### src/rtl/im_fetch_ctrl_pkg.sv
`default_nettype none
// ============================================================================
// Package     : im_fetch_ctrl_pkg
// Description : Shared constants for the P5 instruction-memory fetch control.
//               Holds the default reset PC, the default IM geometry and the
//               sequencer state encodings.
// Revision    : 1.0 - initial release
// ============================================================================
package im_fetch_ctrl_pkg;

  // Default first fetch byte address after load/restart
  localparam logic [31:0] c_reset_pc_dflt = 32'h0000_3000;
  // Default IM geometry (depth must be a power of two)
  localparam int          c_im_depth_dflt = 1024;
  localparam int          c_idx_w_dflt    = 10;

  // Sequencer state encoding
  localparam int                c_st_w    = 2;
  localparam logic [c_st_w-1:0] c_st_load = 2'd0;
  localparam logic [c_st_w-1:0] c_st_run  = 2'd1;
  localparam logic [c_st_w-1:0] c_st_halt = 2'd2;

endpackage : im_fetch_ctrl_pkg
`default_nettype wire

### src/rtl/im_pc_range_chk.sv
`default_nettype none
// ============================================================================
// Module      : im_pc_range_chk
// Description : Combinational legality check of a candidate PC against the
//               IM window [RESET_PC, RESET_PC + IM_DEPTH*4). Also yields the
//               IM word index of the candidate.
// Ports       : i_pc       in  32     candidate byte address
//               o_illegal  out 1      misaligned or outside the IM window
//               o_idx      out IDX_W  word index = (i_pc-RESET_PC)>>2
// Revision    : 1.0 - initial release
// ============================================================================
module im_pc_range_chk
  import im_fetch_ctrl_pkg::*;
#(
  parameter logic [31:0] RESET_PC = c_reset_pc_dflt,
  parameter int          IM_DEPTH = c_im_depth_dflt,
  parameter int          IDX_W    = c_idx_w_dflt
) (
  input  logic [31:0]      i_pc,
  output logic             o_illegal,
  output logic [IDX_W-1:0] o_idx
);

  // Byte span of the IM window
  localparam logic [31:0] c_span = 32'(IM_DEPTH) << 2;

  logic [31:0] w_off;

  // Unsigned subtraction: anything below RESET_PC wraps to a huge offset
  // and therefore fails the span test as well.
  always_comb begin
    w_off     = i_pc - RESET_PC;
    o_illegal = (w_off[1:0] != 2'b00) || (w_off >= c_span);
    o_idx     = w_off[IDX_W+1:2];
  end

endmodule : im_pc_range_chk
`default_nettype wire

### src/rtl/im_fetch_ctrl.sv
`default_nettype none
// ============================================================================
// Module      : im_fetch_ctrl
// Description : Instruction-memory sequencer for the P5 pipeline. Boot-loads
//               program words into IM over a valid/ready stream, then runs
//               the fetch PC (sequential / stall / redirect) and stops on
//               halt or on an illegal PC (sticky fault).
// Ports       : clk, reset (async, active low)
//               ld_valid/ld_data/ld_last/ld_ready  loader stream
//               im_we/im_waddr/im_wdata            IM write port
//               stall/redirect/redir_pc            F-stage PC control
//               halt_req/restart                   run control
//               pc/fetch_idx/f_valid/fault         fetch status
// Revision    : 1.0 - initial release
// ============================================================================
module im_fetch_ctrl
  import im_fetch_ctrl_pkg::*;
#(
  parameter logic [31:0] RESET_PC = c_reset_pc_dflt,
  parameter int          IM_DEPTH = c_im_depth_dflt,
  parameter int          IDX_W    = c_idx_w_dflt
) (
  input  logic             clk,
  input  logic             reset,
  input  logic             ld_valid,
  input  logic [31:0]      ld_data,
  input  logic             ld_last,
  output logic             ld_ready,
  output logic             im_we,
  output logic [IDX_W-1:0] im_waddr,
  output logic [31:0]      im_wdata,
  input  logic             stall,
  input  logic             redirect,
  input  logic [31:0]      redir_pc,
  input  logic             halt_req,
  input  logic             restart,
  output logic [31:0]      pc,
  output logic [IDX_W-1:0] fetch_idx,
  output logic             f_valid,
  output logic             fault
);

  localparam logic [IDX_W-1:0] c_idx_max = IDX_W'(IM_DEPTH - 1);
  localparam logic [IDX_W-1:0] c_idx_one = IDX_W'(1);

  logic [c_st_w-1:0] r_state;
  logic [c_st_w-1:0] w_state_nxt;
  logic              r_ld_en;      // holds ld_ready low for the first edge after reset
  logic [IDX_W-1:0]  r_ld_idx;
  logic [31:0]       r_pc;
  logic [IDX_W-1:0]  r_fetch_idx;
  logic              r_fault;

  logic [31:0]       w_pc_cand;
  logic              w_cand_illegal;
  logic [IDX_W-1:0]  w_cand_idx;
  logic              w_pc_take;
  logic              w_restart;
  logic              w_fault_set;

  im_pc_range_chk #(
    .RESET_PC (RESET_PC),
    .IM_DEPTH (IM_DEPTH),
    .IDX_W    (IDX_W)
  ) u_range_chk (
    .i_pc      (w_pc_cand),
    .o_illegal (w_cand_illegal),
    .o_idx     (w_cand_idx)
  );

  // State register
  always_ff @(posedge clk or negedge reset) begin
    if (!reset) begin
      r_state <= c_st_load;
    end else begin
      r_state <= w_state_nxt;
    end
  end

  // Next-state and PC-update decision
  always_comb begin
    w_state_nxt = r_state;
    w_pc_cand   = redirect ? redir_pc : (r_pc + 32'd4);
    w_pc_take   = 1'b0;
    w_restart   = 1'b0;
    w_fault_set = 1'b0;
    case (r_state)
      c_st_load: begin
        // Last word either flagged or forced by a full IM; no index wrap.
        if (im_we && (ld_last || (r_ld_idx == c_idx_max))) begin
          w_state_nxt = c_st_run;
        end
      end
      c_st_run: begin
        // halt > stall > redirect > sequential; a stalled redirect is dropped.
        if (halt_req) begin
          w_state_nxt = c_st_halt;
        end else if (!stall) begin
          if (w_cand_illegal) begin
            w_fault_set = 1'b1;
            w_state_nxt = c_st_halt;
          end else begin
            w_pc_take   = 1'b1;
          end
        end
      end
      c_st_halt: begin
        if (restart) begin
          w_restart   = 1'b1;
          w_state_nxt = c_st_run;
        end
      end
      default: begin
        w_state_nxt = c_st_load;
      end
    endcase
  end

  // State-decoded outputs
  always_comb begin
    ld_ready = (r_state == c_st_load) && r_ld_en;
    im_we    = ld_ready && ld_valid;
    f_valid  = (r_state == c_st_run) && !r_fault;
  end

  assign im_waddr  = r_ld_idx;
  assign im_wdata  = ld_data;
  assign pc        = r_pc;
  assign fetch_idx = r_fetch_idx;
  assign fault     = r_fault;

  // Load enable and load index
  always_ff @(posedge clk or negedge reset) begin
    if (!reset) begin
      r_ld_en  <= 1'b0;
      r_ld_idx <= '0;
    end else begin
      r_ld_en <= 1'b1;
      if (im_we) begin
        r_ld_idx <= r_ld_idx + c_idx_one;
      end
    end
  end

  // PC, fetch index and sticky fault
  always_ff @(posedge clk or negedge reset) begin
    if (!reset) begin
      r_pc        <= RESET_PC;
      r_fetch_idx <= '0;
      r_fault     <= 1'b0;
    end else begin
      if (w_restart) begin
        r_pc        <= RESET_PC;
        r_fetch_idx <= '0;
        r_fault     <= 1'b0;
      end else if (w_pc_take) begin
        r_pc        <= w_pc_cand;
        r_fetch_idx <= w_cand_idx;
      end else if (w_fault_set) begin
        r_fault     <= 1'b1;
      end
    end
  end

endmodule : im_fetch_ctrl
`default_nettype wire

### config.mk
export PLATFORM = sky130hd
export DESIGN_NAME = im_fetch_ctrl
export DESIGN_NICKNAME = d
export VERILOG_FILES = /design/src/rtl/im_fetch_ctrl_pkg.sv /design/src/rtl/im_pc_range_chk.sv /design/src/rtl/im_fetch_ctrl.sv
export SDC_FILE = /design/constraint.sdc
export NUM_CORES = 1
export LEC_CHECK = 0
export ABC_AREA = 1
export ABC_CLOCK_PERIOD_IN_PS = 3360
export CAP_MARGIN = 25
export CORE_MARGIN = 5
export CORE_UTILIZATION = 45
export DETAILED_ROUTE_END_ITERATION = 10
export GPL_TIMING_DRIVEN = 0
export PLACE_DENSITY = 0.87
export SETUP_SLACK_MARGIN = 0.5
export SLEW_MARGIN = 20
export SYNTH_ARGS = -nofsm -noshare
export SYNTH_HDL_FRONTEND = slang
export SYNTH_SLANG_ARGS = --single-unit
export TNS_END_PERCENT = 100
### constraint.sdc
create_clock -name clk -period 3.36 [get_ports clk]
set_input_delay 0.672 -clock clk [delete_from_list [all_inputs] [get_ports clk]]
set_output_delay 0.672 -clock clk [all_outputs]
set_load 0.02 [all_outputs]
---- Word-level counts from Yosys, hierarchy flattened ----
Index checks and enable logic that the tools add are counted.
word-level totals
  bits in registers ....................... 56
  input bits .............................. 72
  output and inout bits ................... 88
  word-level logic and storage cells ...... 55
operators by class
  add/subtract/negate cells ............... 3
  $lt $le $gt $ge ......................... 1
  equal/unequal tests ..................... 8
  mux-type cells .......................... 24
  reductions and logical operators ........ 13
operators by type and width
  operator                                                              number
  two-way mux 32 bit                                                    3
  adder 32 x 3 -> 32 bit (second input constant)                        1
  greater-or-equal comparator 32 x 13 -> 1 bit (second input constant)  1
  subtractor 32 x 14 -> 32 bit (second input constant)                  1
  two-way mux 10 bit                                                    2
  two-way mux 1 bit                                                     13
  adder 10 x 1 -> 10 bit (second input constant)                        1
  equality test 10 bit (second input constant)                          1
  two-way mux 2 bit                                                     5
  one-hot mux 2 bit (3 select lines)                                    1
  nonzero test 2 bit                                                    3
  logical AND 1 bit                                                     4
  != test 2 bit (second input constant)                                 2
  AND reduction 4 bit                                                   1
  != test 3 x 2 -> 1 bit (second input constant)                        1
  != test 3 bit (second input constant)                                 1
  equality test 2 x 1 -> 1 bit (second input constant)                  1
  equality test 2 bit (second input constant)                           1
  logical NOT 2 bit                                                     1
  logical OR 1 bit                                                      2
  != test 2 x 1 -> 1 bit (second input constant)                        1
  AND reduction 2 bit                                                   1
  logical NOT 1 bit                                                     1

---- Logic depth before layout (Yosys ltp) ----
Gate-level depths: netlist (run 1).
  depth after elaboration ................. 12
  depth in mapped cells ................... 21
  mapped depth without buffers ............ 21

---- Cells and area by module ----
Synthesis (run 1) repeated with hierarchy kept, for this count alone.
second synthesis, totals
  cell total of the unflattened synthesis .. 629
  area, all modules ....................... 4247.8 µm²
by module, submodules not included
  module           instances  cells each  area an instance (µm²)  sequential area each (µm²)
  im_fetch_ctrl    1          547         3860.0                  1403.8
  im_pc_range_chk  1          82          387.9                   0.0

---- Worst setup path before layout (run 1) ----
Ideal clock, no wire load.
  path type ............................... reg2reg
  start point ............................. register r_pc[3] (netlist: pc[3])
  end point ............................... register r_pc[26] (netlist: pc[26])
  library setup time ...................... 120 ps
  arrival time ............................ 2512 ps
  data required time ...................... 3240 ps
  path slack .............................. 728 ps
  stages on the path, launching flop included .. 20
  path buffers ............................ 1
  period minus slack after synthesis ...... 2632 ps
  path through ............................ dfrtp_1 ha_1 nand2_2 nor2_4 nand2_4 nor2_4 nand3_2 nand3_2 nand2_4 nor2_4 nand2_2 nor2_4 nand3_1 nand2_1 nand2_2 nor2_4 nand4_4 nand2_4 buf_12 nor2_4
between the ends
  word-level cells in the longest chain between the ends .. 10
  elaborated cells on any way between the ends .. 12
  classes of those cells .................. 2 x add/sub; 1 x order compare; 7 x mux; 2 x reduce/logical
ends and longest elaborated chain
  element                                       line                   text
  start: declaration                            im_fetch_ctrl.sv:50    logic [31:0] r_pc;
  start signal: assignment                      im_fetch_ctrl.sv:157   r_pc <= w_pc_cand;
  adder 32 x 3 -> 32 bit *                      im_fetch_ctrl.sv:83    w_pc_cand = redirect ? redir_pc : (r_pc + 32'd4);
  two-way mux 32 bit *                          im_fetch_ctrl.sv:83
  subtractor 32 x 14 -> 32 bit                  im_pc_range_chk.sv:32  w_off = i_pc - RESET_PC;
  greater-or-equal comparator 32 x 13 -> 1 bit  im_pc_range_chk.sv:33  o_illegal = (w_off[1:0] != 2'b00) || (w_off >= c_span);
  logical OR 1 bit                              im_pc_range_chk.sv:33
  two-way mux 1 bit                             im_fetch_ctrl.sv:99    if (w_cand_illegal) begin
  two-way mux 1 bit                             im_fetch_ctrl.sv:98    end else if (!stall) begin
  two-way mux 1 bit                             im_fetch_ctrl.sv:96    if (halt_req) begin
  two-way mux 1 bit                             im_fetch_ctrl.sv:87    case (r_state)
  nonzero test 2 bit (no line)                  --
Mark *: on every way between the ends. The rest lies on a longest branch, timed or not. The select of a mux whose other input is x is not followed.
A chain may end at the register's enable or synchronous reset.

---- Final worst setup path (run 1) ----
  start point ............................. register r_pc[3] (netlist: pc[3])
  end point ............................... register r_pc[17] (netlist: pc[17])
Same word-level chain as after synthesis.

==> summary.md, run 1 <==
| Metric | Value |
|---|---|
| Hold/Removal Path Class | primary input to asynchronous set/reset pin |
| Worst Path Required | 3.56 ns |
| Hold-fix buffers, CTS | 0 |
| Gr usage total | 22.0% |
| Post-route DRC violation count | 0 |
| FF+latch count, synth | 46 |
| Register share of total power | 31.4% |
| Num ports | 160 |
| Starting density of the core | 46.1% |
| Final min period | 2.85 ns |
| Syn_area_per_cell | 7.23 sq um |
| Clk sinks | 46 |
| Worst setup EP type | flop |
| Area leader, netlist | dfrtp_1 |
| CP Max Fanout | 5 |
| Worst Path Arrival | 3.04 ns |
| Final HPWL DP | 10,000 um |
| Share of synthesized registers carrying an async set or reset | 100% |
| P_sw | 0.00119 W |
| DIE HEIGHT | 107 um |
| CP peak stage delay | 0.47 ns |
| Rows | 35 |
| RSZ-0062 raised after global routing | true |
| GPL Wtd Cong | 0.932 |
| CTS tree | built |
| Unique masters post-synth | 40 |
| Max_slew headroom | 46.2% |
| Static Leak | 2.79 nW |
| Slew of the pin with the lowest slew margin | 0.807 ns |
| Vias per cell | 5.11 |
| First-pass GRT wire length | 20,700 um |
| Nets@finish | 824 |
| Clock share of power | 15.9% |
| Layout area overhead | 49.6% |
| Crit Path Category | flop to flop |
| CP Cell Sequence | buf_6, nand2_4, nor2_8, nand2_4, nor2_2, nand3_1, nand3_1, nand2_2, nor2_1, nand2_1, nor2_2, nand2_1, nand2_1, nand3_2, nor2_4, nand4_4, nand2_8, clkbuf_16, nor2_4 |
| Mapped Cells | 587 |
| Hold Vio Cnt, Final | 0 |
| Post-synth top area share | 26.0% |
| Register area | 1170 sq um |
| Total grt overflow | 0 |
| Peak supply drop | 0.000326 V |
| Via count | 4,393 |
| Cell area after synthesis | 4240 sq um |
| Share of the yosys chip area belonging to registers | 27.2% |
| Critical path's slowest cell | dfrtp_2 |
| Die ar. | 11,500 sq um |
| DR iter-0 viols | 268 |
| Post-Layout Inst Area | 6350 sq um |
| Max Slew Vio Count | 0 |
| Power Total | 0.00274 W |
| Combinational Power Share | 52.7% |
| Internal power | 0.00156 W |
| Number of global-route vias before repair | 4,400 |
| Maximum Capacitance Violations | 0 |
| Clk_lat worst skew | 0.30 ns |
| Worst Setup Start Kind | flop |
| Die W | 107 um |
| Antenna-violating nets left | 0 |
| Most frequent CP cell | nand2_1 |
| Largest net degree at the start of global routing | 32 |
| Root Driver | clkbuf_8 |
| Synth Flop Type | dfrtp_1 |
| Most frequent cell after synthesis | nand2_1 |
| Port bufs | 126 |
| Mapped Nets | 662 |
| Top cells by count, synth | nand2_1 (161), nor2_1 (54), inv_1 (53) |
| Post-synth EDFFs | 0 |
| Area occupied by multi-input gates | 2760 sq um |
| P per Cell Area | 432 nW/um^2 |
| CTS max path bufs | 2 |
| Max Freq | 0.351 GHz |
| H-tree levels | 2 |
| Final Core Density | 69.0% |
| Status | completed |
| CTS Buf Count | 5 |
| Top post-synthesis cells by area | dfrtp_1 (26%), nand2_1 (14%), nor2_4 (8.8%) |
| R2R Setup Slk | 0.51 ns |
| Placed cell areas | 5660 sq um |
| Tcrit/Tclk final | 84.7% |
| Core area | 9200 sq um |
| Initial antenna violation count | 0 |
| Antenna fix cells | 0 |
| Clock Skew | 0.00858 ns |
| Synthesis Warnings | 0 |
| Worst-path clk slew | 0.09 ns |
| Layout cells sized above 1 | 35.9% |
| Final TNS setup | 0 ns |
| Routed WL | 13,800 um |
| Routed len/inst | 16.1 um |
| Final setup vio count | 0 |
| Drt pass-1 iters | 4 |
| Sw frac | 43.3% |
| Filler cells | 700 |
-- cells by family (layout without fill, tap and decap cells) --
| logic type | count (synthesis) | in the layout | synth area share [%] |
|---|---|---|---|
| mux | 5 | 5 | 1.18 |
| other cells | 1 | 1 | 0.0884 |
| simple gates | 373 | 373 | 47.9 |
| compound gates | 32 | 32 | 4.78 |
| fa+ha+maj | 3 | 3 | 0.885 |
| flops | 46 | 46 | 27.2 |
| buf+inv | 112 | 274 | 14.9 |
| xor+xnor | 15 | 15 | 3.10 |
-- layout by cell type (no fill, tap or decap), types with 8 or more instances in the layout --
cell | synthesis | layout
dfrtp_2 | 0 | 11
nor2_2 | 11 | 20
nand2_2 | 11 | 33
buf_4 | 42 | 66
xor2_1 | 8 | 8
nor2_4 | 33 | 46
nand3_1 | 45 | 39
o21ai_0 | 11 | 11
o21ai_2 | 10 | 14
or2_2 | 11 | 11
nor2_1 | 54 | 32
nand2_4 | 5 | 8
clkdlybuf4s50_1 | 0 | 124
dfrtp_1 | 44 | 33
nand2_1 | 161 | 135
inv_1 | 53 | 52
nand3_2 | 18 | 22
-- layer usage --
| layer | global-route usage, % | share of wire [%] |
|---|---|---|
| met1 | 27.7 | 39 |
| met2 | 38.1 | 51 |
| met3 | 3.97 | 7.6 |
| met4 | 6.85 | 2.3 |
| met5 | 0 | 0 |
-- cell type report --
cell class                 instances  share of cell area [%]
buffer                            54                    6.52
clock buffer                       6                    1.30
clock inverter                     1                   0.473
sequential                        46                    18.4
tap                              111                    2.19
inverter                          58                    3.51
timing repair buffer             155                    24.1
multi-input combinational        429                    43.5
-- path summary, 6_finish.rpt --
path	startpoint	endpoint	depth (start not counted)
worst max-delay path	pc[3]$_DFFE_PN0P_	pc[17]$_DFFE_PN0P_	19
worst min-delay path	reset	im_waddr[8]$_DFFE_PN0P_	1
worst max register to register	pc[3]$_DFFE_PN0P_	pc[17]$_DFFE_PN0P_	19
worst min register to register	im_waddr[3]$_DFFE_PN0P_	im_waddr[3]$_DFFE_PN0P_	1
max in group asynchronous	reset	pc[12]$_DFFE_PN1P_	2
min in group clk	im_waddr[3]$_DFFE_PN0P_	im_waddr[3]$_DFFE_PN0P_	1
-- registers in the layout (all words and copies together), names as in the netlist --
name / cells
pc: 32
fault: 1
r_ld_en: 1
im_waddr: 10
r_state: 2
-- per-stage QoR --
step,hold slack [ns],cells,setup slack [ns]
3_5_place_dp,0.483,825,0.167
5_1_grt,0.301,860,0.348
2_1_floorplan,0.376,587,0.728
3_3_place_gp,0.487,824,0.220
4_1_cts,0.285,835,0.503
6_report,0.281,860,0.514
-- power groups by stage --
stage	Sequential (W)	Clock (W)	Combinational (W)
after floorplan	0.000968	0	0.000693
after global placement	0.000856	0	0.00130
after detailed placement	0.000861	0	0.00133
after CTS	0.000854	0.000436	0.00134
after global routing	0.000883	0.000459	0.00156
final	0.000862	0.000435	0.00145
-- worst max-delay path, delay by kind of cell (launching register included) --
family / cells / cell delay (ns)
and+or+nand+nor: 17 / 1.93
DFF: 1 / 0.47
buffers and inverters: 2 / 0.33
-- timing repair --
| action | 4_1_cts | 5_1_grt |
|---|---|---|
| pin swaps | 1 | 51 |
| gates cloned | 0 | 2 |
| setup endpoints to repair | 31 | 36 |
| gates resized for setup | 6 | 96 |
| setup buffers | 3 | 23 |
Note: power is estimated with default switching activity, not from simulation.
==> inputs of run 2 (changes only) <==
Settings changed: ABC_CLOCK_PERIOD_IN_PS 3360 to 2700.
Clock period 3.36 ns to 2.7 ns, I/O delays scaled along.
==> summary.md, run 2 (synthesis gave the netlist of run 1 again) <==
| Metric | Value |
|---|---|
| Status | complete, but fails checks |
| Worst Setup Start Kind | flop |
| Die W | 107 um (unchanged) |
| Failing checks | setup timing |
| Die ar. | 11,500 sq um (unchanged) |
| Routed WL | 14,000 um (+1.3%) |
| First-pass GRT wire length | 21,300 um (+3.1%) |
| Final setup vio count | 33 (+33) |
| Tcrit/Tclk final | 106% (+21 points) |
| Worst setup EP type | flop |
| Drt pass-1 iters | 6 (+2) |
| Largest net degree at the start of global routing | 26 (-19%) |
| Clk_lat worst skew | 0.30 ns (about the same) |
| Vias per cell | 5.20 (+1.9%) |
| Via count | 4,512 (+2.7%) |
| CTS tree | built |
| Hold Vio Cnt, Final | 0 (unchanged) |
| Maximum Capacitance Violations | 0 (unchanged) |
| Placed cell areas | 5750 sq um (+1.7%) |
| Num ports | 160 (unchanged) |
| Number of global-route vias before repair | 4,540 (+3.2%) |
| DR iter-0 viols | 225 (-16%) |
| Slew of the pin with the lowest slew margin | 0.797 ns (-0.00967 ns) |
| Setup slack after layout | -0.155 ns (-0.669 ns) |
| Port bufs | 126 (unchanged) |
| Reg-to-reg startpoint | pc[2]$_DFFE_PN0P_ |
| GPL Wtd Cong | 0.938 (+0.68%) |
| Max Slew Vio Count | 0 (unchanged) |
| Hold-fix buffers, CTS | 0 (unchanged) |
| Post-route DRC violation count | 0 (unchanged) |
| Final min period | 2.86 ns (+0.00942 ns) |
| Post-Layout Inst Area | 6380 sq um (+0.49%) |
| DP Worst Slack | -0.190 ns (-0.357 ns) |
| H-tree levels | 2 (unchanged) |
| Max reg flops | 32 (unchanged) |
| Bufs and invs on worst path | 1 (-1) |
| Final TNS setup | -4.22 ns (-4.22 ns) |
| Worst Path Arrival | 3.05 ns (about the same) |
| CP Max Fanout | 5 (unchanged) |
| Critical path's slowest cell | dfrtp_2 |
| Crit Path Category | flop to flop |
| Worst-path clk slew | 0.09 ns (about the same) |
| Gr usage total | 22.8% (+0.80 points) |
| Cells on worst reg2reg path | 17 (-2) |
| Initial antenna violation count | 0 (unchanged) |
| Worst Path Required | 2.89 ns (-0.67 ns) |
| CTS Buf Count | 5 (unchanged) |
| Total grt overflow | 0 (unchanged) |
| Root Driver | clkbuf_8 |
| Starting density of the core | 46.1% (unchanged) |
| Max_slew headroom | 46.9% (+0.64 points) |
| Commonest cells after routing, fill and taps aside | nand2_1 (139), clkdlybuf4s50_1 (116), buf_4 (73) |
| P per Cell Area | 531 nW/um^2 (+23%) |
| Filler cells | 714 (+2.0%) |
| DIE HEIGHT | 107 um (unchanged) |
| CP delay by family, top | simple AND/OR/NAND/NOR gates |
| Max Freq | 0.350 GHz (-0.33%) |
| CP peak stage delay | 0.46 ns (about the same) |
| R2R Setup Slk | -0.16 ns (-0.67 ns) |
| Leading cell type in the layout, fill and taps excluded | nand2_1 |
| Clk sinks | 46 (unchanged) |
| RR Endpoint | pc[20]$_DFFE_PN0P_ |
| Rows | 35 (unchanged) |
| Nets@finish | 830 (+0.73%) |
| Static Leak | 2.85 nW (+2.1%) |
| CP Cell Sequence | ha_4, nand2_4, nor2_4, nand2_4, nor2_4, nand3_2, nand3_2, nand2_4, nor2_4, nand2_2, o21ai_1, nand3_4, nor2_4, nand4_4, nand2_8, clkbuf_16, nor2_4 |
| Core area | 9200 sq um (unchanged) |
| Final HPWL DP | 10,200 um (+2.1%) |
| Layout cells sized above 1 | 36.1% (+0.20 points) |
| Antenna-violating nets left | 0 (unchanged) |
| Peak supply drop | 0.000540 V (+66%) |
| Antenna fix cells | 0 (unchanged) |
| Hold/Removal Path Class | primary input to asynchronous set/reset pin |
| Clock Skew | 0.00862 ns (+0.0000423 ns) |
| Most frequent CP cell | nor2_4 |
| Routed len/inst | 16.2 um (+0.45%) |
| CTS max path bufs | 2 (unchanged) |
| RSZ-0062 raised after global routing | true |
| Layout area overhead | 50.4% |
==> run 2: cell count changes in the layout (fill, tap and decap cells not counted), moves of 4 or more <==
cell             change
nand2_2              -5
buf_4                +7
clkdlybuf4s50_1      -8
dfrtp_1              -4
nor2_1               +4
dfrtp_2              +4
clkinv_2             +4
nand2_1              +4
==> run 2: power breakdown <==
part	internal, W	switching, W
sequential	0.000857	0.000225
clock	0.000273	0.000247
combinational	0.000778	0.00101
total	0.00191	0.00148
==> run 2: layout make-up <==
class	instances	area [sq um]	area share (%)
plain buffers	54	420	6.59
clock buffers	5	68.8	1.08
clock inverters	3	40.0	0.628
inverters	58	223	3.49
multi-input cells	429	2720	42.7
flip-flops and latches	46	1170	18.4
well taps	111	139	2.18
repair buffers	161	1590	25.0
==> run 2: how the worst max path moves through the flow <==
stage               slack (ns)  depth (start not counted)                  to               start
CTS                      -0.03                         18  pc[18]$_DFFE_PN0P_  pc[13]$_DFFE_PN1P_
global placement         -0.34                          1   pc[8]$_DFFE_PN0P_               reset
detailed placement       -0.19                         18  pc[26]$_DFFE_PN0P_            redirect
floorplan                 0.24                         19  pc[26]$_DFFE_PN0P_   pc[3]$_DFFE_PN0P_
global route             -0.28                         19   pc[4]$_DFFE_PN0P_   pc[2]$_DFFE_PN0P_
finish                   -0.16                         17  pc[20]$_DFFE_PN0P_   pc[2]$_DFFE_PN0P_
==> run 2: repair_timing <==
action | 4_1_cts | 5_1_grt
setup endpoints to repair | 38 | 38
setup buffers | 17 | 15
gates cloned | 0 | 2
pin swaps | 6 | 23
resized for setup | 31 | 46
==> run 2: metrics by stage <==
step,hold WS [ns],power (W),utilization (%),instances
after floorplan,0.244,0.00208,-,587
after global placement,0.486,0.00271,62.4,824
after detailed placement,0.484,0.00275,62.6,825
after CTS,0.235,0.00330,66.0,850
after global routing,0.263,0.00359,69.4,867
final,0.232,0.00339,69.4,867
==> run 2: per-layer routing <==
layer	global-route usage [%]	wire length, um	up-vias
met1	27.7	5570	2113
li1	-	-	2134
met3	5.06	1140	37
met5	0	0	-
met2	40.4	6970	228
met4	6.30	338	0
==> inputs of run 3 (changes only) <==
Settings changed: CORE_UTILIZATION 45 to 60, DONT_BUFFER_PORTS set to 1, PLACE_DENSITY 0.87 to 0.82.
==> summary.md, run 3 (synthesis gave the netlist of run 1 again) <==
| Metric | Value |
|---|---|
| Status | complete, but fails checks |
| Failing checks | setup timing |
| Post-Layout Inst Area | 4880 sq um (-23%) |
| Routed len/inst | 16.7 um (+3.5%) |
| Initial antenna violation count | 0 (unchanged) |
| Static Leak | 2.18 nW (-23%) |
| Filler cells | 581 (-19%) |
| Vias per cell | 5.41 (+4.0%) |
| Max Slew Vio Count | 0 (unchanged) |
| Max reg flops | 32 (unchanged) |
| Layout cells sized above 1 | 41.0% (+4.8 points) |
| Die W | 94.1 um (-12%) |
| Antenna fix cells | 0 (unchanged) |
| Largest net degree at the start of global routing | 45 (+73%) |
| Slew of the pin with the lowest slew margin | 0.768 ns (-0.0287 ns) |
| Total grt overflow | 0 (unchanged) |
| Die ar. | 8850 sq um (-23%) |
| DIE HEIGHT | 94.1 um (-12%) |
| Final TNS setup | -5.63 ns (-1.41 ns) |
| Worst Path Required | 2.91 ns (+0.02 ns) |
| Commonest cells after routing, fill and taps aside | nand2_1 (140), buf_4 (52), inv_1 (51) |
| Peak supply drop | 0.000465 V (-14%) |
| RR Endpoint | pc[0]$_DFFE_PN0P_ |
| Final setup vio count | 33 (unchanged) |
| H-tree levels | 2 (unchanged) |
| DR iter-0 viols | 288 (+28%) |
| Gr usage total | 25.6% (+2.8 points) |
| Worst Setup Start Kind | flop |
| Final min period | 2.90 ns (+0.0414 ns) |
| Drt pass-1 iters | 5 (-1) |
| Max_slew headroom | 48.8% (+1.9 points) |
| First-pass GRT wire length | 17,800 um (-17%) |
| Worst Path Arrival | 3.11 ns (+0.06 ns) |
| Hold/Removal Path Class | primary input to asynchronous set/reset pin |
| Hold Vio Cnt, Final | 0 (unchanged) |
| RSZ-0062 raised after global routing | true |
| Tcrit/Tclk final | 107% (+1.5 points) |
| Layout area overhead | 15.1% |
| R2R Setup Slk | -0.20 ns (-0.04 ns) |
| Worst-path clk slew | 0.10 ns (about the same) |
| Worst setup path end | pc[0]$_DFFE_PN0P_ |
| Maximum Capacitance Violations | 0 (unchanged) |
| CTS max path bufs | 2 (unchanged) |
| GPL Wtd Cong | 0.947 (+0.88%) |
| Hold slack | 0.0488 ns (-0.183 ns) |
| Max Freq | 0.345 GHz (-1.4%) |
| CTS Buf Count | 5 (unchanged) |
| Post-route DRC violation count | 0 (unchanged) |
| DP Worst Slack | -0.220 ns (-0.0305 ns) |
| Num ports | 160 (unchanged) |
| P per Cell Area | 596 nW/um^2 (+12%) |
| Core area | 6830 sq um (-26%) |
| Starting density of the core | 62.1% (+16 points) |
| Via count | 3,811 (-16%) |
| Antenna-violating nets left | 0 (unchanged) |
| Crit Path Category | flop to flop |
| Setup slack after layout | -0.197 ns (-0.0414 ns) |
| Clk_lat worst skew | 0.32 ns (+0.02 ns) |
| Placed cell areas | 4460 sq um (-23%) |
| Leading cell type in the layout, fill and taps excluded | nand2_1 |
| Clock Skew | 0.00904 ns (+0.000419 ns) |
| Root Driver | clkbuf_8 |
| Rows | 30 (-14%) |
| Worst setup EP type | flop |
| Clk sinks | 46 (unchanged) |
| Routed WL | 11,800 um (-16%) |
| CP Max Fanout | 7 (+2) |
| Crit path from | pc[3]$_DFFE_PN0P_ |
| Final HPWL DP | 8970 um (-12%) |
| Port bufs | 0 (-100%) |
| Nets@finish | 682 (-18%) |
| CTS tree | built |
| Cells on worst reg2reg path | 19 (+2) |
| Reg-to-reg startpoint | pc[3]$_DFFE_PN0P_ |
| Number of global-route vias before repair | 3,542 (-22%) |
## run 3: changes by cell type in the layout (fill, tap and decap cells not counted), sizes merged
cell / before / now
dlymetal6s2s: 4 / 0
clkdlybuf4s50: 116 / 0
buf: 87 / 62
dlygate4sd2: 2 / 0
clkdlybuf4s15: 1 / 0
inv: 56 / 59
bufinv: 1 / 0
clkinv: 4 / 2
## run 3: area by class of cell
class,instances,area (sq um),area share (%)
buffer,54,417,8.53
clock buffer,5,68.8,1.41
clock inverter,3,26.3,0.538
inverter,58,219,4.48
multi-input combinational,429,2710,55.4
sequential,46,1180,24.1
tap,96,120,2.46
timing repair buffer,13,149,3.05
## run 3: routing by layer
layer | GRT usage [%] | vias up | share of wire, % | routed length (um)
met3 | 6.81 | 27 | 8.9 | 1050
met1 | 31.2 | 1743 | 38 | 4510
met5 | 0 | - | 0 | 0
li1 | - | 1846 | - | -
met2 | 44.5 | 195 | 51 | 5950
met4 | 6.86 | 0 | 2.3 | 270
## run 3: report_power, final
part | internal (W) | total [W] | switching [W]
Sequential | 0.000858 | 0.00129 | 0.000428
Combinational | 0.000432 | 0.00114 | 0.000706
Clock | 0.000193 | 0.000484 | 0.000291
Total | 0.00148 | 0.00291 | 0.00143
## run 3: worst max-delay path: stages, from the launching register on
cell	delay, ns
dfrtp_2	0.57
ha_4	0.20
nand2_4	0.06
nor2_4	0.18
nand2_4	0.09
o21ai_2	0.16
nand3_1	0.10
nand2_2	0.10
nand2_2	0.07
nor2_2	0.12
nand2_2	0.09
nor2_4	0.17
nand3_2	0.08
nand2_2	0.06
nand2_2	0.05
nor2_4	0.11
nand4_4	0.19
nand2_8	0.16
clkbuf_16	0.18
nor2_4	0.03
## run 3: timing repair
item,CTS,global route
pin swaps,2,26
hold endpoints to repair,44,0
cloned,0,2
endpoints found under the setup margin,36,36
hold buffers,1,0
buffers inserted,4,6
resized for setup,16,42
## run 3: how the worst min path moves through the flow
stage                              end  slack [ns]  cells after the start
finish               pc[8]$_DFFE_PN0P_        0.05                      1
floorplan            fault$_DFFE_PN0P_        0.24                      0
global route        pc[13]$_DFFE_PN1P_        0.03                      0
detailed placement   pc[5]$_DFFE_PN0P_        0.25                      0
CTS                 pc[13]$_DFFE_PN1P_        0.04                      0
global placement     pc[5]$_DFFE_PN0P_        0.25                      0
## run 3: through the flow
step                      total power (W)  util [%]  instances
after floorplan                   0.00208         -        587
after global placement            0.00227      65.3        683
after detailed placement          0.00231      65.3        683
after CTS                         0.00283      68.2        696
after global routing              0.00310      71.5        704
final                             0.00291      71.5        704
==> edit, RTL diff (flow settings as in run 2) <==
Set the package constant `c_idx_w_dflt` to 8 (it was 10).
--- a/src/rtl/im_fetch_ctrl_pkg.sv
+++ b/src/rtl/im_fetch_ctrl_pkg.sv
@@ -12,7 +12,7 @@
   localparam logic [31:0] c_reset_pc_dflt = 32'h0000_3000;
   // Default IM geometry (depth must be a power of two)
   localparam int          c_im_depth_dflt = 1024;
-  localparam int          c_idx_w_dflt    = 10;
+  localparam int          c_idx_w_dflt    = 8;
 
   // Sequencer state encoding
   localparam int                c_st_w    = 2;
Interface: changed (resized fetch_idx and im_waddr); port bits go from 160 to 156. No check against the original RTL was run, so the function may have changed too.
==> edit against run 2 <==
The run still ends with setup timing left. Routed wire length decreased by 3.2%. Synthesized area decreased by 8.4%. Sequential cell count decreased by 2. Worst setup slack got worse by 0.088 ns. Total power decreased by 9.6%. Combinational power decreased by 18%. Synthesized cell count increased by 6.8%. Largest power group unchanged. Design area decreased by 7.6%.
==> edit: results (changes against run 2) <==
- Setup Fix Bufs, Post-CTS: 13 (-4)
- CP endpoint: pc[14]
- Post-CTS Resized: 40 (+29%)
- Fin Clk Skew: 0.00311 ns (-0.00551 ns)
- Post-synth cell types: 33 (-18%)
- Share of layout cells above drive strength 1: 25.2% (-11 points)
- Vias in the first global route: 4226 (-6.9%)
- Synth area leaders: dfrtp_1, nand2_1, nand3_1
- Worst stage delay on the critical path: 0.60 ns (+0.14 ns)
- First drt pass iteration count: 5 (-1)
- Layout Cells excl Fill: 887 (+2.3%)
- Crit. Startpoint: pc[13]
- Global-route usage over all layers: 24.2% (+1.4 points)
- Worst EP arrival: 3.14 ns (+0.09 ns)
- DP Wirelength: 10200 µm (about the same)
- Power Sequential: 1.02 mW (-6%)
- Vias: 4546 (+0.75%)
- Placed Cells: 855 (+3.6%)
- Slowest-stage cell, CP: dfstp_2
- Final worst setup slack: -0.244 ns (-0.0885 ns)
- Post-Syn Nets: 702 (+6.0%)
- Worst slew pin tran: 0.666 ns (-0.132 ns)
- Placed inst area: 5320 µm² (-7.6%)
- Drt first-iter violations: 290 (+29%)
- CTS Buf Count: 5 (unchanged)
- Pre-CTS setup slack: -0.495 ns (-0.305 ns)
- RePlAce Congestion: 0.964 (+2.8%)
- Register area share after synthesis: 28.4% (+1.2 points)
- Power Density: 520 nW/µm² (-2.2%)
- Final hold slack: 0.161 ns (-0.0709 ns)
- Final setup viols: 35 (+6.1%)
- Status: finished with violations
- Failing checks: setup timing
- Largest net degree at the start of global routing: 31 (+19%)
- Post-route ant nets: 0 (unchanged)
- Worst-path maximum fanout: 10 (+5)
- Most frequent cells after synthesis: nand2_1, nor2_1, nand3_1, inv_1, dfrtp_1
- Final Routed Wirelength: 13600 µm (-3.2%)
- Port Buffers: 122 (-3.2%)
- First-pass GRT wire length: 20600 µm (-3.7%)
- Total Neg Setup Slack: -7.42 ns (-3.20 ns)
- Switching portion of total power: 41.4% (-2.3 points)
- P_clk: 570 µW (+9.6%)
- VDD IR-drop max: 0.453 mV (-16%)
- Mapped Avg Cell Area: 6.19 µm² (-14%)
- P_leak: 2.69 nW (-5.4%)
- CTS H-tree lvls: 2 (unchanged)
- Delay-heaviest family, CP: simple AND/OR/NAND/NOR gates
[edit: cell types whose count changed after synthesis, sizes merged, moves of 3 or more]
cell	delta
and3	-3
inv	+4
nand2	+48
xnor2	-3
o21ai	-8
mux2i	-5
nor2	+5
buf	-3
[edit: cell families (layout without fill, tap and decap cells)]
family,count (synthesis),count (layout),share of synthesized area [%]
compound gates,28,28,3.83
xor+xnor,14,14,3.16
fa+ha+maj,3,3,0.967
buf+inv,111,266,15.1
flops,44,44,28.4
other cells,1,1,0.0966
simple gates,426,426,48.5
[edit: metal layers]
| metal | GRT usage, % | routed length (µm) |
|---|---|---|
| met5 | 0 | 0 |
| met4 | 6.67 | 331 |
| met3 | 5.35 | 1340 |
| met2 | 41.5 | 6580 |
| met1 | 30.7 | 5330 |
[edit: final cells by class]
class                   instances  area, µm²
multi-input cells             472       2470
repair inverters                1       11.3
fillers                       696       2400
clock inverters                 1       30.0
repair buffers                146       1420
well taps                     105        131
inverters                      60        243
clock buffers                   7       96.3
flip-flops and latches         44       1120
plain buffers                  51        373
